<file path="src/rtl/arb_req_buffer.sv">
// Purpose: per-requester FIFO bank ahead of a round-robin arbiter; pops the granted channel onto one output port.
// Latency: push at edge t raises req at t+1; the beat appears on out_* one cycle after its grant is sampled.
// Backpressure: in_ready[i] drops when channel i is full; grants are ignored while the output slot is occupied and not accepted.
module arb_req_buffer #(
    parameter int N     = 4,
    parameter int DW    = 8,
    parameter int DEPTH = 4
) (
    input  logic                 clk,
    input  logic                 rst,
    input  logic [N-1:0]         in_valid,
    input  logic [N*DW-1:0]      in_data,
    output logic [N-1:0]         in_ready,
    output logic [N-1:0]         req,
    output logic                 arb_en,
    input  logic [N-1:0]         grant,
    input  logic [$clog2(N)-1:0] grant_ID,
    output logic                 out_valid,
    output logic [DW-1:0]        out_data,
    output logic [$clog2(N)-1:0] out_id,
    input  logic                 out_ready,
    output logic                 err
);

    localparam int IW = $clog2(N);
    localparam int PW = $clog2(DEPTH);
    localparam int CW = $clog2(DEPTH + 1);

    logic [DW-1:0] mem_q    [N][DEPTH];
    logic [DW-1:0] mem_d    [N][DEPTH];
    logic [PW-1:0] wr_ptr_q [N];
    logic [PW-1:0] wr_ptr_d [N];
    logic [PW-1:0] rd_ptr_q [N];
    logic [PW-1:0] rd_ptr_d [N];
    logic [CW-1:0] cnt_q    [N];
    logic [CW-1:0] cnt_d    [N];

    logic          out_valid_q, out_valid_d;
    logic [DW-1:0] out_data_q,  out_data_d;
    logic [IW-1:0] out_id_q,    out_id_d;
    logic          err_q,       err_d;

    logic [N-1:0]  push;
    logic [N-1:0]  pop_sel;
    logic          slot_free;
    logic          grant_onehot;
    logic          grant_id_ok;
    logic          pop_ok;
    logic          err_set;
    logic [DW-1:0] head_dat;

    // Channel status straight from the registered counts; no pass-through when full.
    always_comb begin
        req      = '0;
        in_ready = '0;
        for (int i = 0; i < N; i++) begin
            req[i]      = (cnt_q[i] != '0);
            in_ready[i] = (cnt_q[i] != CW'(DEPTH));
        end
        push      = in_valid & in_ready;
        slot_free = ~out_valid_q | out_ready;
        arb_en    = (|req) & slot_free;
    end

    // Grant qualification: pop only on a clean one-hot grant that agrees with
    // grant_ID and targets a non-empty channel; anything else malformed is flagged.
    always_comb begin
        grant_onehot = (grant != '0) && ((grant & (grant - N'(1))) == '0);
        grant_id_ok  = (32'(grant_ID) < N);
        pop_ok       = 1'b0;
        if (slot_free && grant_onehot && grant_id_ok) begin
            pop_ok = grant[grant_ID] & req[grant_ID];
        end
        pop_sel  = pop_ok ? (N'(1) << grant_ID) : '0;
        err_set  = slot_free && (grant != '0) && !pop_ok;
        head_dat = grant_id_ok ? mem_q[grant_ID][rd_ptr_q[grant_ID]] : '0;
    end

    // Per-channel FIFO next state: write at wr_ptr, advance rd_ptr on pop.
    always_comb begin
        mem_d    = mem_q;
        wr_ptr_d = wr_ptr_q;
        rd_ptr_d = rd_ptr_q;
        cnt_d    = cnt_q;
        for (int i = 0; i < N; i++) begin
            if (push[i]) begin
                mem_d[i][wr_ptr_q[i]] = in_data[i*DW +: DW];
                wr_ptr_d[i]           = wr_ptr_q[i] + PW'(1);
            end
            if (pop_sel[i]) begin
                rd_ptr_d[i] = rd_ptr_q[i] + PW'(1);
            end
            cnt_d[i] = cnt_q[i] + CW'(push[i]) - CW'(pop_sel[i]);
        end
    end

    // Output slot: load on pop, clear valid when accepted without a refill; data held.
    always_comb begin
        out_valid_d = out_valid_q;
        out_data_d  = out_data_q;
        out_id_d    = out_id_q;
        if (pop_ok) begin
            out_valid_d = 1'b1;
            out_data_d  = head_dat;
            out_id_d    = grant_ID;
        end else if (out_ready) begin
            out_valid_d = 1'b0;
        end
        err_d = err_q | err_set;
    end

    // Control state; reset empties every channel and the output slot.
    always_ff @(posedge clk) begin
        if (rst) begin
            for (int i = 0; i < N; i++) begin
                wr_ptr_q[i] <= '0;
                rd_ptr_q[i] <= '0;
                cnt_q[i]    <= '0;
            end
            out_valid_q <= 1'b0;
            out_data_q  <= '0;
            out_id_q    <= '0;
            err_q       <= 1'b0;
        end else begin
            wr_ptr_q    <= wr_ptr_d;
            rd_ptr_q    <= rd_ptr_d;
            cnt_q       <= cnt_d;
            out_valid_q <= out_valid_d;
            out_data_q  <= out_data_d;
            out_id_q    <= out_id_d;
            err_q       <= err_d;
        end
    end

    // Payload storage needs no reset: entries are only read below the count.
    always_ff @(posedge clk) begin
        mem_q <= mem_d;
    end

    assign out_valid = out_valid_q;
    assign out_data  = out_data_q;
    assign out_id    = out_id_q;
    assign err       = err_q;

endmodule

</file>
<file path="config.mk">
export PLATFORM = sky130hd
export DESIGN_NAME = arb_req_buffer
export DESIGN_NICKNAME = d
export VERILOG_FILES = /design/src/rtl/arb_req_buffer.sv
export SDC_FILE = /design/constraint.sdc
export NUM_CORES = 1
export LEC_CHECK = 0
export CAP_MARGIN = 15
export CORE_AREA = 4 4 133 103
export DETAILED_ROUTE_END_ITERATION = 8
export DIE_AREA = 0 0 137 107
export PLACE_DENSITY = 0.79
export SETUP_SLACK_MARGIN = 0.05
export SLEW_MARGIN = 10
export SYNTH_ARGS = -nofsm -noshare
export SYNTH_HDL_FRONTEND = slang
export SYNTH_SLANG_ARGS = --single-unit
</file>
<file path="constraint.sdc">
create_clock -name clk -period 7.2 [get_ports clk]
set_input_delay 1.8 -clock clk [delete_from_list [all_inputs] [get_ports clk]]
set_output_delay 1.8 -clock clk [all_outputs]
set_load 0.02 [all_outputs]
</file>
==> reports/summary.md <==
## Clock network
• insertion delay to the later sink of the worst-skew pair: 0.41 ns
• maximum buffer depth of the clock tree: 2
• clock tree sinks: 168
• number of CTS-inserted buffers: 17
• setup bufs post-CTS: 0
• number of H-tree levels: 4
• master cell of the clock root buffer: sky130_fd_sc_hd__clkbuf_16
• CTS tree: yes
• clock transition at the registers of the reported paths: 0.06 ns
• CTS Hold Buffers Added: 0
• CTS resizes: 0

## Worst setup path
• Max FO, Critical Path: 26
• category of the critical setup timing path: in2reg
• arrival time worst endpoint: 5.28 ns
• startpoint kind of the worst setup timing path: primary input
• critical path capture point type: flip-flop
• Worst R2R Path Depth: 12
• worst stage delay on the critical path: 0.52 ns
• critical path required time: 7.49 ns
• cell type of the slowest stage on the worst timing path: sky130_fd_sc_hd__nor4_1
• crit-path cells: buf_2, buf_4, mux2i_1, a21oi_2, o311ai_2, buf_4, nor4_1, ha_1, inv_1, ha_1, inv_1, fa_1, xor2_1, xnor2_1, nor2_1

## Floorplan
• I/O pin count: 66
• area inside the core boundary: 0.01226 mm2
• Site Rows: 35
• die footprint: 0.01466 mm2
• starting utilization of the core area: 0.5928
• DIE HEIGHT: 107 um
• die outline width: 137 um

## Yosys
• post-synth top area share: 0.5288
• most frequently used cell type in the post-synthesis netlist: sky130_fd_sc_hd__edfxtp_1
• EDFF count, synth: 128
• number of warning messages in the yosys log: 0
• Cell variety after synth: 40
• most frequent cells after synthesis: sky130_fd_sc_hd__edfxtp_1 (128), sky130_fd_sc_hd__dfxtp_1 (40), sky130_fd_sc_hd__mux4_2 (34), sky130_fd_sc_hd__inv_1 (25), sky130_fd_sc_hd__mux2i_1 (25)
• async set or reset register ratio after synthesis: 0
• average size of a mapped cell: 15.73 um2
• Syn Nets: 535
• flop and latch count out of synthesis: 168
• Post-Syn Area: 0.007268 mm2
• Seq/Total Area, Yosys: 0.6390
• top post-synthesis cells by area: sky130_fd_sc_hd__edfxtp_1 (53%), sky130_fd_sc_hd__dfxtp_1 (11%), sky130_fd_sc_hd__mux4_2 (11%)
• cell count after synthesis: 462
• predominant post-synthesis flop cell: sky130_fd_sc_hd__edfxtp_1
• largest area contributor in the netlist: sky130_fd_sc_hd__edfxtp_1

## Timing
• number of max-slew violations in the final report: 0
• fmax: 200.4 MHz
• Period minus WS final: 4.989 ns
• setup repair after global routing missed its margin: no
• Final Hold Slack: 0.4767 ns
• accumulated negative setup slack: 0 ns
• slew at the pin with the worst max-slew slack: 1.120 ns
• final clock period utilization by the worst path: 0.6929
• final worst slack: 2.211 ns
• Finish-stage setup viols: 0
• final count of hold timing violations: 0
• Max-slew headroom: 0.2536
• Final Skew: 0.008977 ns

## GRT
• antenna violations before repair: 0
• layer with the highest usage after global routing: met2
• total global routing overflow: 0
• met2 Use GR: 0.4055
• wire length of the first global-routing pass: 24.83 mm
• met1 Resource Use GR: 0.3072
• via count of the first global-routing pass: 4433
• overall track demand over capacity in global routing: 0.2355
• global-route track usage on met3: 0.04878
• largest net degree at the start of global routing: 47

## Pwr
• share of power burned in the clock network: 0.342
• switching power: 0.7525 mW
• highest ir drop seen on vdd: 226.5 uV
• sequential power share: 0.450
• reported leakage power: 2.962 nW
• share of total power consumed by net switching: 0.2745
• Power Dens Cells: 318.3 mW/mm2
• design internal power: 1.989 mW
• combinational share of power: 0.208

## Place
• number of input and output port buffers inserted: 65
• placer's final routability congestion estimate: 0.7740
• Detail Placement HPWL: 10.42 mm
• worst slack at placement: 1.861 ns

## Worst hold path
• Hold Path Class: reg2reg
• cell depth of the worst hold path: 2

## Route
• remaining antenna violation count: 0
• number of vias after detailed routing: 4157
• WL/cell: 22.80 um
• number of design rule violations left after detail routing: 0
• final routed wirelength across all metal layers: 16.05 mm
• count of routing violations after the opening detailed-route iteration: 419
• Vias per Instance: 5.905
• number of optimization iterations in the first detailed-route pass: 5

## Finish
• Layout Area Growth over Synthesis: 18.49%
• antenna fix cells: 0
• share of cells above drive strength 1: 0.1506
• Filler Cells Inserted: 798
• net count of the finished layout: 598

## Status
• status: finished clean

## Flow run
• Max Cap Violations: 0

==> registers in the layout (all words and copies together) (netlist names) <==
signal	cells
mem_q	128
cnt_q	12
out_data	8
rd_ptr_q	8
wr_ptr_q	8
out_id	2
err	1
out_valid	1
==> critical path: cells and delay by family <==
| kind | cells | cell delay (ns) |
|---|---|---|
| xor gates and xnor gates | 2 | 0.30 |
| and+or+nand+nor | 2 | 0.57 |
| buffers and inverters | 5 | 1.26 |
| AOI/OAI and AO/OA | 2 | 0.34 |
| adders and majority gates | 3 | 0.84 |
| muxes | 1 | 0.17 |
==> path summary, 6_finish.rpt <==
check | startpoint | slack (ns) | end
max | grant_ID[0] | 2.21 | cnt_q[11]
min | err | 0.48 | err
max reg2reg | cnt_q[10] | 3.93 | cnt_q[11]
min reg2reg | err | 0.48 | err
==> kinds of logic (layout without fill, tap and decap cells) <==
family / after synthesis / in the layout / share of synthesized area
buf+inv: 49 / 125 / 0.03185
xor+xnor: 13 / 13 / 0.01567
compound gates: 37 / 37 / 0.02995
flops: 168 / 168 / 0.6390
simple gates: 100 / 100 / 0.07592
fa+ha+maj: 28 / 28 / 0.05233
mux: 67 / 67 / 0.1553
==> power groups by stage <==
stage	Clock (mW)	Combinational, mW	Sequential (mW)
final	0.937	0.571	1.23
after global routing	0.993	0.625	1.24
after CTS	0.946	0.575	1.23
after detailed placement	0	0.569	1.25
after global placement	0	0.545	1.24
after floorplan	0	0.368	1.24
==> metal layers <==
layer / up-vias / part of all wire
met2: 184 / 0.52
met3: 15 / 0.073
met4: 0 / 0.0093
met5: - / 0
li1: 1868 / -
met1: 2090 / 0.40
==> area by class of cell <==
type / count / area [um2] / area share
inverters: 25 / 93.84 / 0.01090
clock buffers: 18 / 429.2 / 0.04983
well taps: 166 / 207.7 / 0.02412
multi-input cells: 245 / 2392 / 0.2778
repair buffers: 68 / 663.1 / 0.07700
clock inverters: 14 / 181.4 / 0.02107
flip-flops and latches: 168 / 4644 / 0.5393
==> through the flow <==
step / power, mW / utilization / cells / cell area (um2)
after floorplan: 1.606 / - / 462 / 7268
after global placement: 1.787 / 0.6526 / 672 / 8001
after detailed placement: 1.819 / 0.6526 / 672 / 8001
after CTS: 2.754 / 0.7023 / 704 / 8612
after global routing: 2.862 / 0.7023 / 704 / 8612
final: 2.742 / 0.7023 / 704 / 8612
==> placed cells by master (no fill, tap or decap), types with 2 or more instances in the layout <==
cell type / count
sky130_fd_sc_hd__nand2_1: 13
sky130_fd_sc_hd__buf_2: 2
sky130_fd_sc_hd__or3_1: 4
sky130_fd_sc_hd__edfxtp_1: 128
sky130_fd_sc_hd__nor4_1: 2
sky130_fd_sc_hd__mux2_4: 3
sky130_fd_sc_hd__nand3_1: 13
sky130_fd_sc_hd__and3_1: 16
sky130_fd_sc_hd__bufinv_16: 4
sky130_fd_sc_hd__nor2b_1: 13
sky130_fd_sc_hd__buf_4: 3
sky130_fd_sc_hd__o31ai_1: 3
sky130_fd_sc_hd__clkdlybuf4s50_1: 63
sky130_fd_sc_hd__clkinvlp_4: 3
sky130_fd_sc_hd__mux2_2: 4
sky130_fd_sc_hd__clkbuf_16: 17
sky130_fd_sc_hd__xnor2_1: 12
sky130_fd_sc_hd__mux2i_1: 25
sky130_fd_sc_hd__clkinv_4: 2
sky130_fd_sc_hd__or4_1: 3
sky130_fd_sc_hd__nor2_1: 24
sky130_fd_sc_hd__inv_1: 25
sky130_fd_sc_hd__and2_1: 5
sky130_fd_sc_hd__clkinv_1: 3
sky130_fd_sc_hd__dfxtp_1: 40
sky130_fd_sc_hd__ha_1: 24
sky130_fd_sc_hd__clkinv_2: 2
sky130_fd_sc_hd__mux4_2: 34
sky130_fd_sc_hd__fa_1: 4
sky130_fd_sc_hd__a21oi_1: 19
sky130_fd_sc_hd__o21ai_1: 10
(Power assumes the default switching activity.)
==> variant (same flow settings) <==
`out_data_q` no longer has a reset.
--- a/src/rtl/arb_req_buffer.sv
+++ b/src/rtl/arb_req_buffer.sv
@@ -118,7 +118,6 @@
                 cnt_q[i]    <= '0;
             end
             out_valid_q <= 1'b0;
-            out_data_q  <= '0;
             out_id_q    <= '0;
             err_q       <= 1'b0;
         end else begin
@@ -126,10 +125,13 @@
             rd_ptr_q    <= rd_ptr_d;
             cnt_q       <= cnt_d;
             out_valid_q <= out_valid_d;
-            out_data_q  <= out_data_d;
             out_id_q    <= out_id_d;
             err_q       <= err_d;
         end
+    end
+
+    always_ff @(posedge clk) begin
+        out_data_q <= out_data_d;
     end
 
     // Payload storage needs no reset: entries are only read below the count.
Function: differs if rst is asserted again (counterexample within 4 cycles, from zero or initial values and one cycle with rst high); with rst held inactive, the same outputs for 4 cycles.
==> variant against the unedited design <==
  * Setup slack got worse by 120 ps
  * Final area decreased by 0.44%
  * Power decreased by 1.5%
  * Area after synthesis decreased by 0.71%
  * Sequential cell count unchanged
  * Clock skew increased by 2.3 ps
  * Cell count decreased by 0.99%
  * Critical path type unchanged
  * Wire length decreased by 0.83%
==> variant: results (changes against the unedited design) <==
metric,value,unit,change
Detailed Route Iter0 Violations,491,,+17%
number of port buffers,65,,unchanged
Synth cell types,44,,+10%
ranking of synthesized cells by area,"edfxtp_1 (57%), mux4_2 (11%), dfxtp_1 (8.9%), ha_1 (4.2%), xnor2_1 (1.7%)",,
CP Max Fanout,24,,-7.7%
vias in the first global route,4235,,-4.5%
gr usage total,23.5,%,-0.096 points
mux share of post-synthesis cell area,13.6,%,-1.9 points
pwr dens,315,nW/µm²,-1.1%
gpl congestion,0.916,,+18%
status,"finished, final reports clean",,
Synth top cells by count,"edfxtp_1 (136), mux4_2 (34), dfxtp_1 (32)",,
Syn Nets,518,,-3.2%
diode count,0,,unchanged
arrival time worst endpoint,5420,ps,+140 ps
DR vias/cell,5.91,,+0.11%
Worst VDD drop,0.188,mV,-17%
first-pass GRT wire length,24.6,mm,-1.1%
clock-pin slew on the worst setup and hold paths,70,ps,
internal power,0.00196,W,-1.5%
pin count of the biggest net entering global routing,36,,-23%
compound-gate portion of the synthesized area,3.19,%,+0.19 points
Synth Area in Adders,5.27,%,+0.037 points
relative slew slack,27.0,%,+1.7 points
Largest regs,"mem_q x128, cnt_q x12",,
Filler Cell Count,770,,-3.5%
register area share after synthesis,65.5,%,+1.6 points
drt wl/cell,22.8,µm,+0.17%
grt met1 use,31.4,%,+0.69 points
CTS buffer count,17,,unchanged
Layout area overhead,18.8,%,
dpl hpwl,10.7,mm,+2.3%
clock skew,11.3,ps,+2.34 ps
Post-synth EDFFs,136,,+6.3%
TritonRoute pass-1 iters,5,,unchanged
fraction of layout cells with a size suffix above 1,15.4,%,+0.39 points
Area after DPL,7990,µm²,-0.19%
grt met2 use,37.8,%,-2.7 points
Pleak,3.01,nW,+1.7%
NumNets Final,591,,-1.2%
met3 usage,7.08,%,+2.2 points
Post-Synth XOR/XNOR Area,1.94,%,+0.38 points
clk_lat worst skew,430,ps,+20 ps
## variant: worst paths after layout
check | cells past startpoint | slack [ps] | endpoint | startpoint
min | 2 | 470 | err$_SDFF_PP0_ | err$_SDFF_PP0_
max | 12 | 2090 | cnt_q[5]$_SDFF_PP0_ | grant_ID[1]
max reg2reg | 12 | 4520 | cnt_q[11]$_SDFF_PP0_ | cnt_q[2]$_SDFF_PP0_
min reg2reg | 2 | 470 | err$_SDFF_PP0_ | err$_SDFF_PP0_
## variant: power groups by stage
stage          sequential (W)  combinational, W  clock, W
2_1_floorplan         0.00125          0.000323         0
3_3_place_gp          0.00126          0.000509         0
3_5_place_dp          0.00126          0.000530         0
4_1_cts               0.00125          0.000537  0.000924
5_1_grt               0.00126          0.000579  0.000980
6_report              0.00125          0.000535  0.000918
## variant: through the flow
step / instances / hold slack, ps / setup WS [ps]
global route: 697 / 507 / 1940
finish: 697 / 474 / 2090
global placement: 665 / 438 / 1840
floorplan: 445 / 460 / 3160
detailed placement: 665 / 444 / 1670
CTS: 697 / 475 / 2130
## variant: logic make-up (layout without fill, tap and decap cells)
| family | Yosys count | after routing |
|---|---|---|
| muxes | 53 | 53 |
| AOI/OAI and AO/OA | 32 | 32 |
| buffers and inverters | 45 | 131 |
| DFF | 168 | 168 |
| and+or+nand+nor | 103 | 103 |
| adders and majority gates | 28 | 28 |
| xor gates and xnor gates | 16 | 16 |
## variant: area by class of cell
type	instances	area share [%]
sequential	168	55.1
multi-input combinational	232	26.4
timing repair buffer	69	7.88
clock buffer	20	5.09
tap	166	2.42
clock inverter	12	1.77
inverter	30	1.31
## variant: layer usage
metal  up-vias  wire [µm]
li1       1823          -
met1      2064       6520
met2       201       7920
met3        32       1250
met4         0        224
met5         -          0
## variant: critical path, stage by stage
cell             delay (ps)
clkdlybuf4s50_1         980
nor3b_1                 410
o211a_1                 280
o32ai_4                 490
nor3_2                  110
ha_1                    300
inv_1                    40
ha_1                    180
fa_1                    390
xnor2_1                 220
xnor2_1                 150
nor2_1                   50
